$ cat config.mk
export PLATFORM = sky130hd
export DESIGN_NAME = hamming_corrector
export DESIGN_NICKNAME = d
export VERILOG_FILES = /design/src/rtl/hamming_pkg.sv /design/src/rtl/hamming_syndrome.sv /design/src/rtl/hamming_corrector.sv
export SDC_FILE = /design/constraint.sdc
export NUM_CORES = 1
export LEC_CHECK = 0
export BUFFER_PORTS_ARGS = -buffer_cell sky130_fd_sc_hd__buf_2
export CAP_MARGIN = 5
export CORE_MARGIN = 2
export CORE_UTILIZATION = 52
export CTS_BUF_LIST = sky130_fd_sc_hd__clkbuf_4 sky130_fd_sc_hd__clkbuf_8 sky130_fd_sc_hd__clkbuf_16
export DETAILED_ROUTE_END_ITERATION = 7
export GPL_TIMING_DRIVEN = 0
export PLACE_DENSITY = 0.79
export REMOVE_ABC_BUFFERS = 1
export SLEW_MARGIN = 20
export SYNTH_ARGS = -nofsm -noshare
export SYNTH_HDL_FRONTEND = slang
export SYNTH_SLANG_ARGS = --single-unit
$ cat constraint.sdc
create_clock -name CLK -period 1.8 [get_ports CLK]
set_input_delay 0.09 -clock CLK [delete_from_list [all_inputs] [get_ports CLK]]
set_output_delay 0.09 -clock CLK [all_outputs]
set_load 0.05 [all_outputs]
$ cat src/rtl/hamming_pkg.sv
// Shared (7,4) Hamming code definitions: codeword bit positions, parity coverage
// masks and the syndrome-to-bit correction table used by encoder and corrector.
package hamming_pkg;

  localparam int unsigned MsgBits = 4;
  localparam int unsigned CwBits  = 7;
  localparam int unsigned SynBits = 3;

  typedef logic [CwBits-1:0]  cw_t;
  typedef logic [MsgBits-1:0] msg_t;
  typedef logic [SynBits-1:0] syn_t;

  localparam int unsigned PosM0 = 0;
  localparam int unsigned PosM1 = 1;
  localparam int unsigned PosM2 = 2;
  localparam int unsigned PosP0 = 3;
  localparam int unsigned PosM3 = 4;
  localparam int unsigned PosP1 = 5;
  localparam int unsigned PosP2 = 6;

  // Each mask selects one parity bit plus the message bits it covers.
  localparam cw_t P0Mask = 7'b0011101;
  localparam cw_t P1Mask = 7'b0110011;
  localparam cw_t P2Mask = 7'b1000111;

  // Entry 0 is never used: a zero syndrome flips nothing.
  localparam int unsigned SynToPos [8] = '{0, PosP0, PosP1, PosM3, PosP2, PosM2, PosM1, PosM0};

  function automatic cw_t encode(msg_t m);
    cw_t c;
    c        = '0;
    c[PosM0] = m[0];
    c[PosM1] = m[1];
    c[PosM2] = m[2];
    c[PosM3] = m[3];
    c[PosP0] = ^(c & P0Mask);
    c[PosP1] = ^(c & P1Mask);
    c[PosP2] = ^(c & P2Mask);
    return c;
  endfunction

  function automatic syn_t calc_syndrome(cw_t c);
    return {^(c & P2Mask), ^(c & P1Mask), ^(c & P0Mask)};
  endfunction

  function automatic cw_t flip_mask(syn_t s);
    if (s == '0) begin
      return '0;
    end
    return cw_t'(1) << SynToPos[s];
  endfunction

  function automatic msg_t extract_msg(cw_t c);
    return {c[PosM3], c[PosM2], c[PosM1], c[PosM0]};
  endfunction

endpackage

$ cat src/rtl/hamming_syndrome.sv
// Combinational (7,4) decode: syndrome, single-bit correction and message extraction.
import hamming_pkg::*;

module hamming_syndrome (
  input  logic [CwBits-1:0]  codeword,
  output logic [SynBits-1:0] syndrome,
  output logic [MsgBits-1:0] data,
  output logic               err
);

  cw_t corrected;

  always_comb begin
    syndrome  = calc_syndrome(codeword);
    corrected = codeword ^ flip_mask(syndrome);
    data      = extract_msg(corrected);
    err       = (syndrome != '0);
  end

endmodule

$ cat src/rtl/hamming_corrector.sv
// Registered (7,4) Hamming corrector with valid/ready handshake, one-entry output
// register and a saturating count of corrected words.
import hamming_pkg::*;

module hamming_corrector #(
  parameter int unsigned CNT_BITS  = 16,
  parameter int unsigned DATA_BITS = 4
) (
  input  logic                CLK,
  input  logic                RST,
  input  logic                IN_VALID,
  output logic                IN_READY,
  input  logic [6:0]          DATA_IN,
  output logic                OUT_VALID,
  input  logic                OUT_READY,
  output logic [3:0]          DATA_OUT,
  output logic                ERR_FLAG,
  output logic [2:0]          SYNDROME,
  input  logic                CNT_CLR,
  output logic [CNT_BITS-1:0] ERR_COUNT
);

  if (DATA_BITS != 4) begin : gen_bad_data_bits
    $fatal(1, "hamming_corrector: DATA_BITS must be 4");
  end

  localparam logic [CNT_BITS-1:0] CntMax = {CNT_BITS{1'b1}};

  logic [SynBits-1:0] dec_syn;
  logic [MsgBits-1:0] dec_data;
  logic               dec_err;

  hamming_syndrome u_syndrome (
    .codeword (DATA_IN),
    .syndrome (dec_syn),
    .data     (dec_data),
    .err      (dec_err)
  );

  logic                valid_q, valid_d;
  logic [MsgBits-1:0]  data_q, data_d;
  logic                flag_q, flag_d;
  logic [SynBits-1:0]  syn_q, syn_d;
  logic [CNT_BITS-1:0] cnt_q, cnt_d;
  logic                accept;

  // Output slot frees up in the same cycle it drains, giving 1 word/cycle.
  assign IN_READY = !valid_q || OUT_READY;
  assign accept   = IN_VALID && IN_READY;

  always_comb begin
    valid_d = valid_q;
    data_d  = data_q;
    flag_d  = flag_q;
    syn_d   = syn_q;
    cnt_d   = cnt_q;

    if (accept) begin
      valid_d = 1'b1;
      data_d  = dec_data;
      flag_d  = dec_err;
      syn_d   = dec_syn;
    end else if (OUT_READY) begin
      valid_d = 1'b0;
    end

    // Clear wins over a coincident erroneous acceptance.
    if (CNT_CLR) begin
      cnt_d = '0;
    end else if (accept && dec_err && (cnt_q != CntMax)) begin
      cnt_d = cnt_q + CNT_BITS'(1);
    end
  end

  always_ff @(posedge CLK or posedge RST) begin
    if (RST) begin
      valid_q <= 1'b0;
      data_q  <= '0;
      flag_q  <= 1'b0;
      syn_q   <= '0;
      cnt_q   <= '0;
    end else begin
      valid_q <= valid_d;
      data_q  <= data_d;
      flag_q  <= flag_d;
      syn_q   <= syn_d;
      cnt_q   <= cnt_d;
    end
  end

  assign OUT_VALID = valid_q;
  assign DATA_OUT  = data_q;
  assign ERR_FLAG  = flag_q;
  assign SYNDROME  = syn_q;
  assign ERR_COUNT = cnt_q;

endmodule
# Yosys cells after proc, flatten, opt, wreduce, memory -nomap -nowiden
# Memories as Yosys holds them, arrays and structs flattened.
# Index checks and enable logic that the tools add are counted.
word_totals:
  regBits: 25
  mem_bits_ro: 256
  inputBits: 12
  output_inout_bits: 26
  mem_count: 1
memory_table:
  columns: ["memory", "depth", "word_bits", "rd", "rd_clocked_by_memory_dff", "write_ports", "line_no", "source"]
  rows:
  - ["(no name shown)", 8, 32, 1, 0, 0, "hamming_pkg.sv:50", "return cw_t'(1) << SynToPos[s];"]
classes:
  n_addsub: 1
  order_cmp: 1
  eq_ne: 1
  shifts: 1
  muxes: 9
  bitwise: 2
  n_reduce_logical: 12
ops:
  columns: ["op", "n"]
  rows:
  - ["$mux W32", 2]
  - ["$mux W16", 2]
  - ["$shl A1 B32 Y5 const A", 1]
  - ["$reduce_xor A7 Y1", 3]
  - ["$add A16 B1 Y16 const B", 1]
  - ["$ne A16 B16 Y1 const B", 1]
  - ["$mux W5", 2]
  - ["$xor A5 B5 Y5", 1]
  - ["$ge A4 B4 Y1 const B", 1]
  - ["$not A3 Y4", 1]
  - ["$reduce_bool A2 Y1", 2]
  - ["$logic_and A1 B1 Y1", 3]
  - ["$logic_not A3 Y1", 1]
  - ["$mux W1", 3]
  - ["$reduce_bool A3 Y1", 1]
  - ["$logic_not A1 Y1", 1]
  - ["$logic_or A1 B1 Y1", 1]

# Logic depth before layout (Yosys ltp)
# Gate-level depths: netlist of run 1.
depth:
  ltp_word: 8
  ltp_mapped: 9
  mapped_depth_nobuf: 9

# By module
# From an unflattened synthesis of run 1, not the netlist that was laid out.
unflattened:
  hier_cells: 169
  hier_area_um2: 1646.6
modules_own_cells:
  columns: ["mod", "n_inst", "cells_each", "area_each_um2"]
  rows:
  - ["hamming_corrector", 1, 124, 1310.0]
  - ["hamming_syndrome", 1, 45, 336.6]

# Worst setup path after synthesis of run 1
# Ideal clock, no wire load.
synth_path:
  path_type: "register -> register"
  from: "register valid_q (netlist: OUT_VALID)"
  to: "register cnt_q[12] (netlist: ERR_COUNT[12])"
  setup_time_ps: 72
  t_arrival_ps: 2182
  slack_ps: -455
  stages_incl_launch_ff: 7
  synth_period_minus_slack_ps: 2255
  cell_sequence: "dfrtp_1 nand2b_1 nand2_1 a2111oi_2 nand3_1 xor2_1 nor2_1"
synth_via:
  elab_chain_len: 6
synth_rtl:
  columns: ["element", "line_no", "source"]
  rows:
  - ["start, declared", "hamming_corrector.sv:40", "logic valid_q, valid_d;"]
  - ["start signal, assigned", "hamming_corrector.sv:83", "valid_q <= valid_d;"]
  - ["$logic_not A1 Y1", "hamming_corrector.sv:48", "assign IN_READY = !valid_q || OUT_READY;"]
  - ["$logic_or A1 B1 Y1", "hamming_corrector.sv:48", null]
  - ["named net IN_READY", "hamming_corrector.sv:12", "output logic IN_READY,"]
  - ["$logic_and A1 B1 Y1", "hamming_corrector.sv:49", "assign accept = IN_VALID && IN_READY;"]
  - ["$logic_and A1 B1 Y1 (2 in a row)", "hamming_corrector.sv:70", "end else if (accept && dec_err && (cnt_q != CntMax)) begin"]
  - ["$reduce_bool A2 Y1 (no line)", null, null]
  - ["end signal, assigned", "hamming_corrector.sv:87", "cnt_q <= cnt_d;"]
  - ["end, declared", "hamming_corrector.sv:44", "logic [CNT_BITS-1:0] cnt_q, cnt_d;"]
# The timed path passes the listed nets, and every way through them passes these cells.
# A chain may end at the register's enable or synchronous reset.

# Worst setup path in the final report of run 1
layout_path:
  from: "register cnt_q[11] (netlist: ERR_COUNT[11])"
  to: "register cnt_q[8] (netlist: ERR_COUNT[8])"
layout_via:
  elab_chain_len: 3
layout_rtl:
  columns: ["element", "line_no"]
  rows:
  - ["$ne A16 B16 Y1", "hamming_corrector.sv:70"]
  - ["$logic_and A1 B1 Y1", "hamming_corrector.sv:70"]
  - ["$reduce_bool A2 Y1 (no line)", null]
# Every way passes these cells.

==> results of run 1 <==
[routing by layer]
layer / global-route usage / part of all wire
met2: 0.3272 / 0.51
met3: 0.02765 / 0.053
met4: 0.05980 / 0.0096
met1: 0.2614 / 0.42
met5: 0 / 0
[final timing paths]
path,cells after the start,end,slack [ns],from
worst max-delay path,6,ERR_COUNT[8],0.06,ERR_COUNT[11]
worst min-delay path,3,DATA_OUT[3],0.10,DATA_IN[4]
worst max register to register,6,ERR_COUNT[8],0.06,ERR_COUNT[11]
worst min register to register,2,DATA_OUT[3],0.50,DATA_OUT[3]
max in group asynchronous,3,ERR_COUNT[6],0.68,RST
min in group asynchronous,3,ERR_COUNT[13],0.50,RST
[cells by family (layout without fill, tap and decap cells)]
group,Yosys count,count (layout)
AOI/OAI and AO/OA,18,18
xor gates and xnor gates,27,27
adders and majority gates,4,4
buffers and inverters,9,57
DFF,25,25
and+or+nand+nor,67,67
[critical path, delay by kind of cell, from the launching register on]
| family | cells | cell delay [ns] |
|---|---|---|
| AOI/OAI and AO/OA | 1 | 0.34 |
| xor gates and xnor gates | 1 | 0.14 |
| DFF | 1 | 0.47 |
| and+or+nand+nor | 4 | 0.68 |
[layout by cell type, fill, tap and decap left out, types with 3 or more instances in the layout]
master and count:
nand3_1 9, nand2_1 13, o21ai_1 6, nand4_1 4, clkbuf_4 4, and3_1 3, dfrtp_1 22, buf_2 37
xnor2_1 5, nand2b_1 3, nor2_1 20, a2111oi_4 3, xor2_1 17, dfrtp_2 3, inv_1 3, buf_4 11
xnor2_2 5, o21ai_0 4
[synthesized netlist by cell type (all sizes together) (4+ instances only)]
cell type,count
nand3,11
buf,4
xor2,17
and3,4
ha,4
o21ai,10
nand2,15
xnor2,10
nand4,4
dfrtp,25
nor2,20
[sequential cells by signal, indices dropped and copies added (netlist names)]
signal     count
DATA_OUT       4
OUT_VALID      1
ERR_COUNT     16
SYNDROME       3
ERR_FLAG       1
[layout make-up]
class,instances,area share
inverters,3,0.005960
clock buffers,4,0.01589
flip-flops and latches,25,0.3331
well taps,31,0.02053
repair buffers,50,0.1523
multi-input cells,116,0.4722
[metrics by stage]
stage               instances  worst slack (ns)  utilization  cell area [um^2]  hold slack [ns]
finish                    229           0.05842       0.6971              1889           0.1028
global route              229          -0.04976       0.6971              1889           0.1240
CTS                       218          0.009989       0.6408              1737          0.09132
detailed placement        212           -0.3974       0.6090              1650           0.3061
global placement          212           -0.3504       0.6090              1650           0.3005
floorplan                 144           -0.6061            -              1426           0.1173
[power by group through the flow]
stage / clock network [uW] / registers, uW / logic, uW
finish: 265 / 637 / 605
global route: 297 / 646 / 652
CTS: 267 / 639 / 548
detailed placement: 0 / 650 / 533
global placement: 0 / 647 / 514
floorplan: 0 / 825 / 230
[repair_timing]
action / CTS / global route
setup endpoints to repair: 5 / 17
resized for setup: 5 / 14
hold endpoints to repair: 26 / 0
buffers inserted: 0 / 11
hold buffers: 2 / 0
pin swaps: 0 / 5
==> out/metrics.yaml, run 1 <==
p_per_area_mw_per_mm2: 797.6
via_per_inst: 5.358
synth_largest_area_cell: "dfrtp_1"
async_flop_share: 1.000
die_y_um: 56.86
grt_max_degree: 26
areaGrowthSynthToFinish_pct: 30.06
critPathMaxStageDelay_ns: 0.47
clk_pin_slew_ns: 0.14
maxCapViolations: 0
start_kind: "flip-flop"
cts_buffer_depth: 2
clock_latency_ns: 0.31
syn_area_per_cell_um2: 9.684
hp-class: "in2reg"
synth_ff_type: "dfrtp_1"
rsz0062_at_grt: "true"
clock_tree.root_cell: "clkbuf_4"
dp_hpwl_um: 2149
gr-total-overflow: 0
ios: 38
skew_ns: 0.008628
nets: 215
drv_slew: 0
port_buffers: 37
grt.total_usage: 0.1952
cp.required_ns: 2.00
synth.top_cell.area_share: 0.4307
antenna_found_initial: 0
synthesis.area_mm2: 0.001453
power_uw: 1507
synthTopCellsByArea: "dfrtp_1 (43%), xor2_1 (10%), nor2_1 (5.2%)"
htree_levels: 1
die_area_mm2: 0.003232
power.internal_uw: 902.5
diodes: 0
yosysSeqAreaShare: 0.4307
synth_edf_count: 0
layout-drive-gt1-share: 0.3687
synth_top_family_by_area: "simple AND/OR/NAND/NOR gates"
wl_per_cell_um: 14.05
tightest_slew_ns: 0.9121
coreArea_mm2: 0.002710
p_sw_frac: 0.4011
final-seq-area_um2: 629.4
critPathMaxFanout: 6
totalWireLength_um: 3218
tns_ns: 0
fin_crit_sh: 0.9675
fin_crit_ns: 1.742
drt_iter0_drc: 30
path_common_cell: "and4_1"
yosys_warnings: 0
status: "finished, final reports clean"
worst_ir_drop_vdd_v: 0.0006308
p_leak_uw: 0.0009054
switchingPower_uw: 604.4
grt_pass1_vias: 1172
path_cells: "and4_1, and4_1, a2111oi_4, nand3_1, xor2_1, nor2_1"
ys_ff_latch: 25
worstSetupPathType: "reg2reg"
cpMaxStageDelayCell: "dfrtp_1"
cts_inserted_buffers: 3
dr_total_vias: 1227
die_x_um: 56.86
multi_input_area_um2: 892.1
finalSetupViolCount: 0
finalHoldViolCount: 0
grt_pass1_wl_um: 5057
clockPowerShare: 0.176
max_freq_mhz: 574.2
fillers: 207
synth_cell_type_count: 29
drc: 0
synthAdderAreaFrac: 0.03445
synth-simple-area-share: 0.2300
synth_mux_area_frac: 0
cts_tree: "built"
synthCells: 150
dr.pass1.iters: 4
worstSetupEndpointType: "flip-flop"
cts_num_sinks: 25
synth_compound_area_frac: 0.09561
slew_headroom: 0.3912
antenna_left: 0
start_util: 0.5360
synth_xor_area_frac: 0.1835
arrival_ns: 1.94
gp_congestion: 0.8504
seqPwrFrac: 0.423
combinationalPowerShare: 0.401
core.rowCount: 19
No activity file was read; power rests on OpenSTA's default activity.
==> inputs of run 2 (changes only) <==
--- a/config.mk
+++ b/config.mk
@@ -8,11 +8,11 @@
 export BUFFER_PORTS_ARGS = -buffer_cell sky130_fd_sc_hd__buf_2
 export CAP_MARGIN = 5
 export CORE_MARGIN = 2
-export CORE_UTILIZATION = 52
+export CORE_UTILIZATION = 47
 export CTS_BUF_LIST = sky130_fd_sc_hd__clkbuf_4 sky130_fd_sc_hd__clkbuf_8 sky130_fd_sc_hd__clkbuf_16
 export DETAILED_ROUTE_END_ITERATION = 7
 export GPL_TIMING_DRIVEN = 0
-export PLACE_DENSITY = 0.79
+export PLACE_DENSITY = 0.75
 export REMOVE_ABC_BUFFERS = 1
 export SLEW_MARGIN = 20
 export SYNTH_ARGS = -nofsm -noshare
==> constraint.sdc (replaced) <==
create_clock -name CLK -period 1.6 [get_ports CLK]
set_input_delay 0.08 -clock CLK [delete_from_list [all_inputs] [get_ports CLK]]
set_output_delay 0.08 -clock CLK [all_outputs]
set_load 0.05 [all_outputs]
==> out/metrics.yaml, run 2 (synthesis results as in run 1) <==
status: "finished, violations left"
violations: "setup timing"
hp-class: "in2reg"
grt.total_usage: 0.2196
diodes: 0
clk_pin_slew_ns: 0.15
clock_latency_ns: 0.33
crit_start: "ERR_COUNT[13]"
dp_hpwl_um: 2216
cp.required_ns: 1.82
antenna_found_initial: 0
worstSetupEndpointType: "flip-flop"
cp.depth: 6
wl_met3_um: 143
drt_iter0_drc: 33
die_area_mm2: 0.003552
grt_pass1_wl_um: 5982
layout-drive-gt1-share: 0.4320
coreArea_mm2: 0.003003
gp_congestion: 0.7750
drt-met1-wl_um: 1433
die_y_um: 59.60
final_common_cell: "buf_2"
start_kind: "flip-flop"
tightest_slew_ns: 0.9393
drv_slew: 0
die_x_um: 59.60
path_common_cell: "and4_4"
fillers: 228
fin_ws_ns: -0.07831
dr_total_vias: 1329
totalWireLength_um: 3659
clock_tree.root_cell: "clkbuf_4"
gr-total-overflow: 0
rr_startpoint: "ERR_COUNT[13]"
cpMaxStageDelayCell: "dfrtp_1"
wl_per_cell_um: 15.31
rrSetupSlack_ns: -0.08
cts_buffer_depth: 2
maxCapViolations: 0
p_leak_uw: 0.0009907
slew_headroom: 0.3731
finalSetupViolCount: 7
fin_crit_sh: 1.049
dp.cells: 214
critPathMaxFanout: 3
cts_num_sinks: 25
core.rowCount: 20
path_cells: "and4_4, and4_4, a2111oi_4, nand3_1, xor2_1, nor2_1"
max_freq_mhz: 595.8
critPathTopFamily: "simple AND/OR/NAND/NOR gates"
finalHoldViolCount: 0
ios: 38
crit_path_end: "ERR_COUNT[8]"
p_per_area_mw_per_mm2: 835.3
top_layer_used: "met4"
largest_register_ff_count: 16
start_util: 0.4837
rsz0062_at_grt: "true"
dr.pass1.iters: 4
antenna_left: 0
nets: 223
fin_crit_ns: 1.678
post-route-util: 0.6804
cts_inserted_buffers: 3
arrival_ns: 1.90
timing.hold.ws_ns: 0.09925
grt_max_degree: 26
worst_ir_drop_vdd_v: 0.0006447
final_cell_count_no_fill: 239
cts_tree: "built"
via_per_inst: 5.561
critPathMaxStageDelay_ns: 0.42
wl_met2_um: 2057
place_area_mm2: 0.001653
worstSetupPathType: "reg2reg"
final_area_mm2: 0.002043
drc: 0
htree_levels: 1
grt_pass1_vias: 1346
areaGrowthSynthToFinish_pct: 40.65
port_buffers: 37
path_buf_inv: 0
r2r_cells: 6
layout_common_cells: "buf_2 (37), dfrtp_1 (21), nor2_1 (20), buf_4 (19), xor2_1 (17)"
r2r_end: "ERR_COUNT[8]"
skew_ns: 0.008908
==> run 2: final cells by class <==
class / instances / area, um^2 / area share
flip-flops and latches: 25 / 630.6 / 0.3086
clock inverters: 1 / 5.005 / 0.002449
clock buffers: 3 / 22.52 / 0.01102
well taps: 33 / 41.29 / 0.02021
inverters: 3 / 11.26 / 0.005511
repair buffers: 58 / 347.8 / 0.1702
multi-input cells: 116 / 984.7 / 0.4819
==> run 2: per-layer routing <==
layer	up-vias	GRT usage
met1	654	0.2479
met4	0	0.03492
met2	38	0.4301
met5	-	0
li1	630	-
met3	7	0.03930
==> run 2: worst register-to-register path: stages (launching register included) <==
cell       delay, ns
dfrtp_1         0.42
and4_4          0.21
and4_4          0.20
a2111oi_4       0.35
nand3_1         0.15
xor2_1          0.18
nor2_1          0.06
==> run 2: through the flow <==
step                setup WS, ns   TNS, ns  total power, uW
detailed placement       -0.6247    -9.338             1329
global placement         -0.5426    -7.809             1302
finish                  -0.07831   -0.1942             1707
floorplan                -0.8061    -13.44             1187
global route             -0.1777   -0.8929             1804
CTS                     -0.04414  -0.06740             1651
==> run 2: worst min-delay path by stage <==
stage,from,endpoint,depth (start not counted)
global route,CNT_CLR,ERR_COUNT[5],2
floorplan,RST,DATA_OUT[0],1
CTS,DATA_IN[4],DATA_OUT[3],3
finish,CNT_CLR,ERR_COUNT[0],2
global placement,IN_VALID,OUT_VALID,2
detailed placement,IN_VALID,OUT_VALID,2
==> run 2: what timing repair did <==
item	4_1_cts	5_1_grt
endpoints found under the hold margin	26	0
cloned	0	0
hold buffers	2	0
pin swaps	11	13
gates resized for setup	25	11
endpoints found under the setup margin	20	19
buffers inserted	15	4
==> run 2: report_power, final <==
| group | total (uW) | switching [uW] | internal (uW) |
|---|---|---|---|
| logic | 689 | 471 | 218 |
| clock network | 297 | 203 | 94.1 |
| registers | 721 | 33.3 | 688 |
| total | 1710 | 707 | 999 |
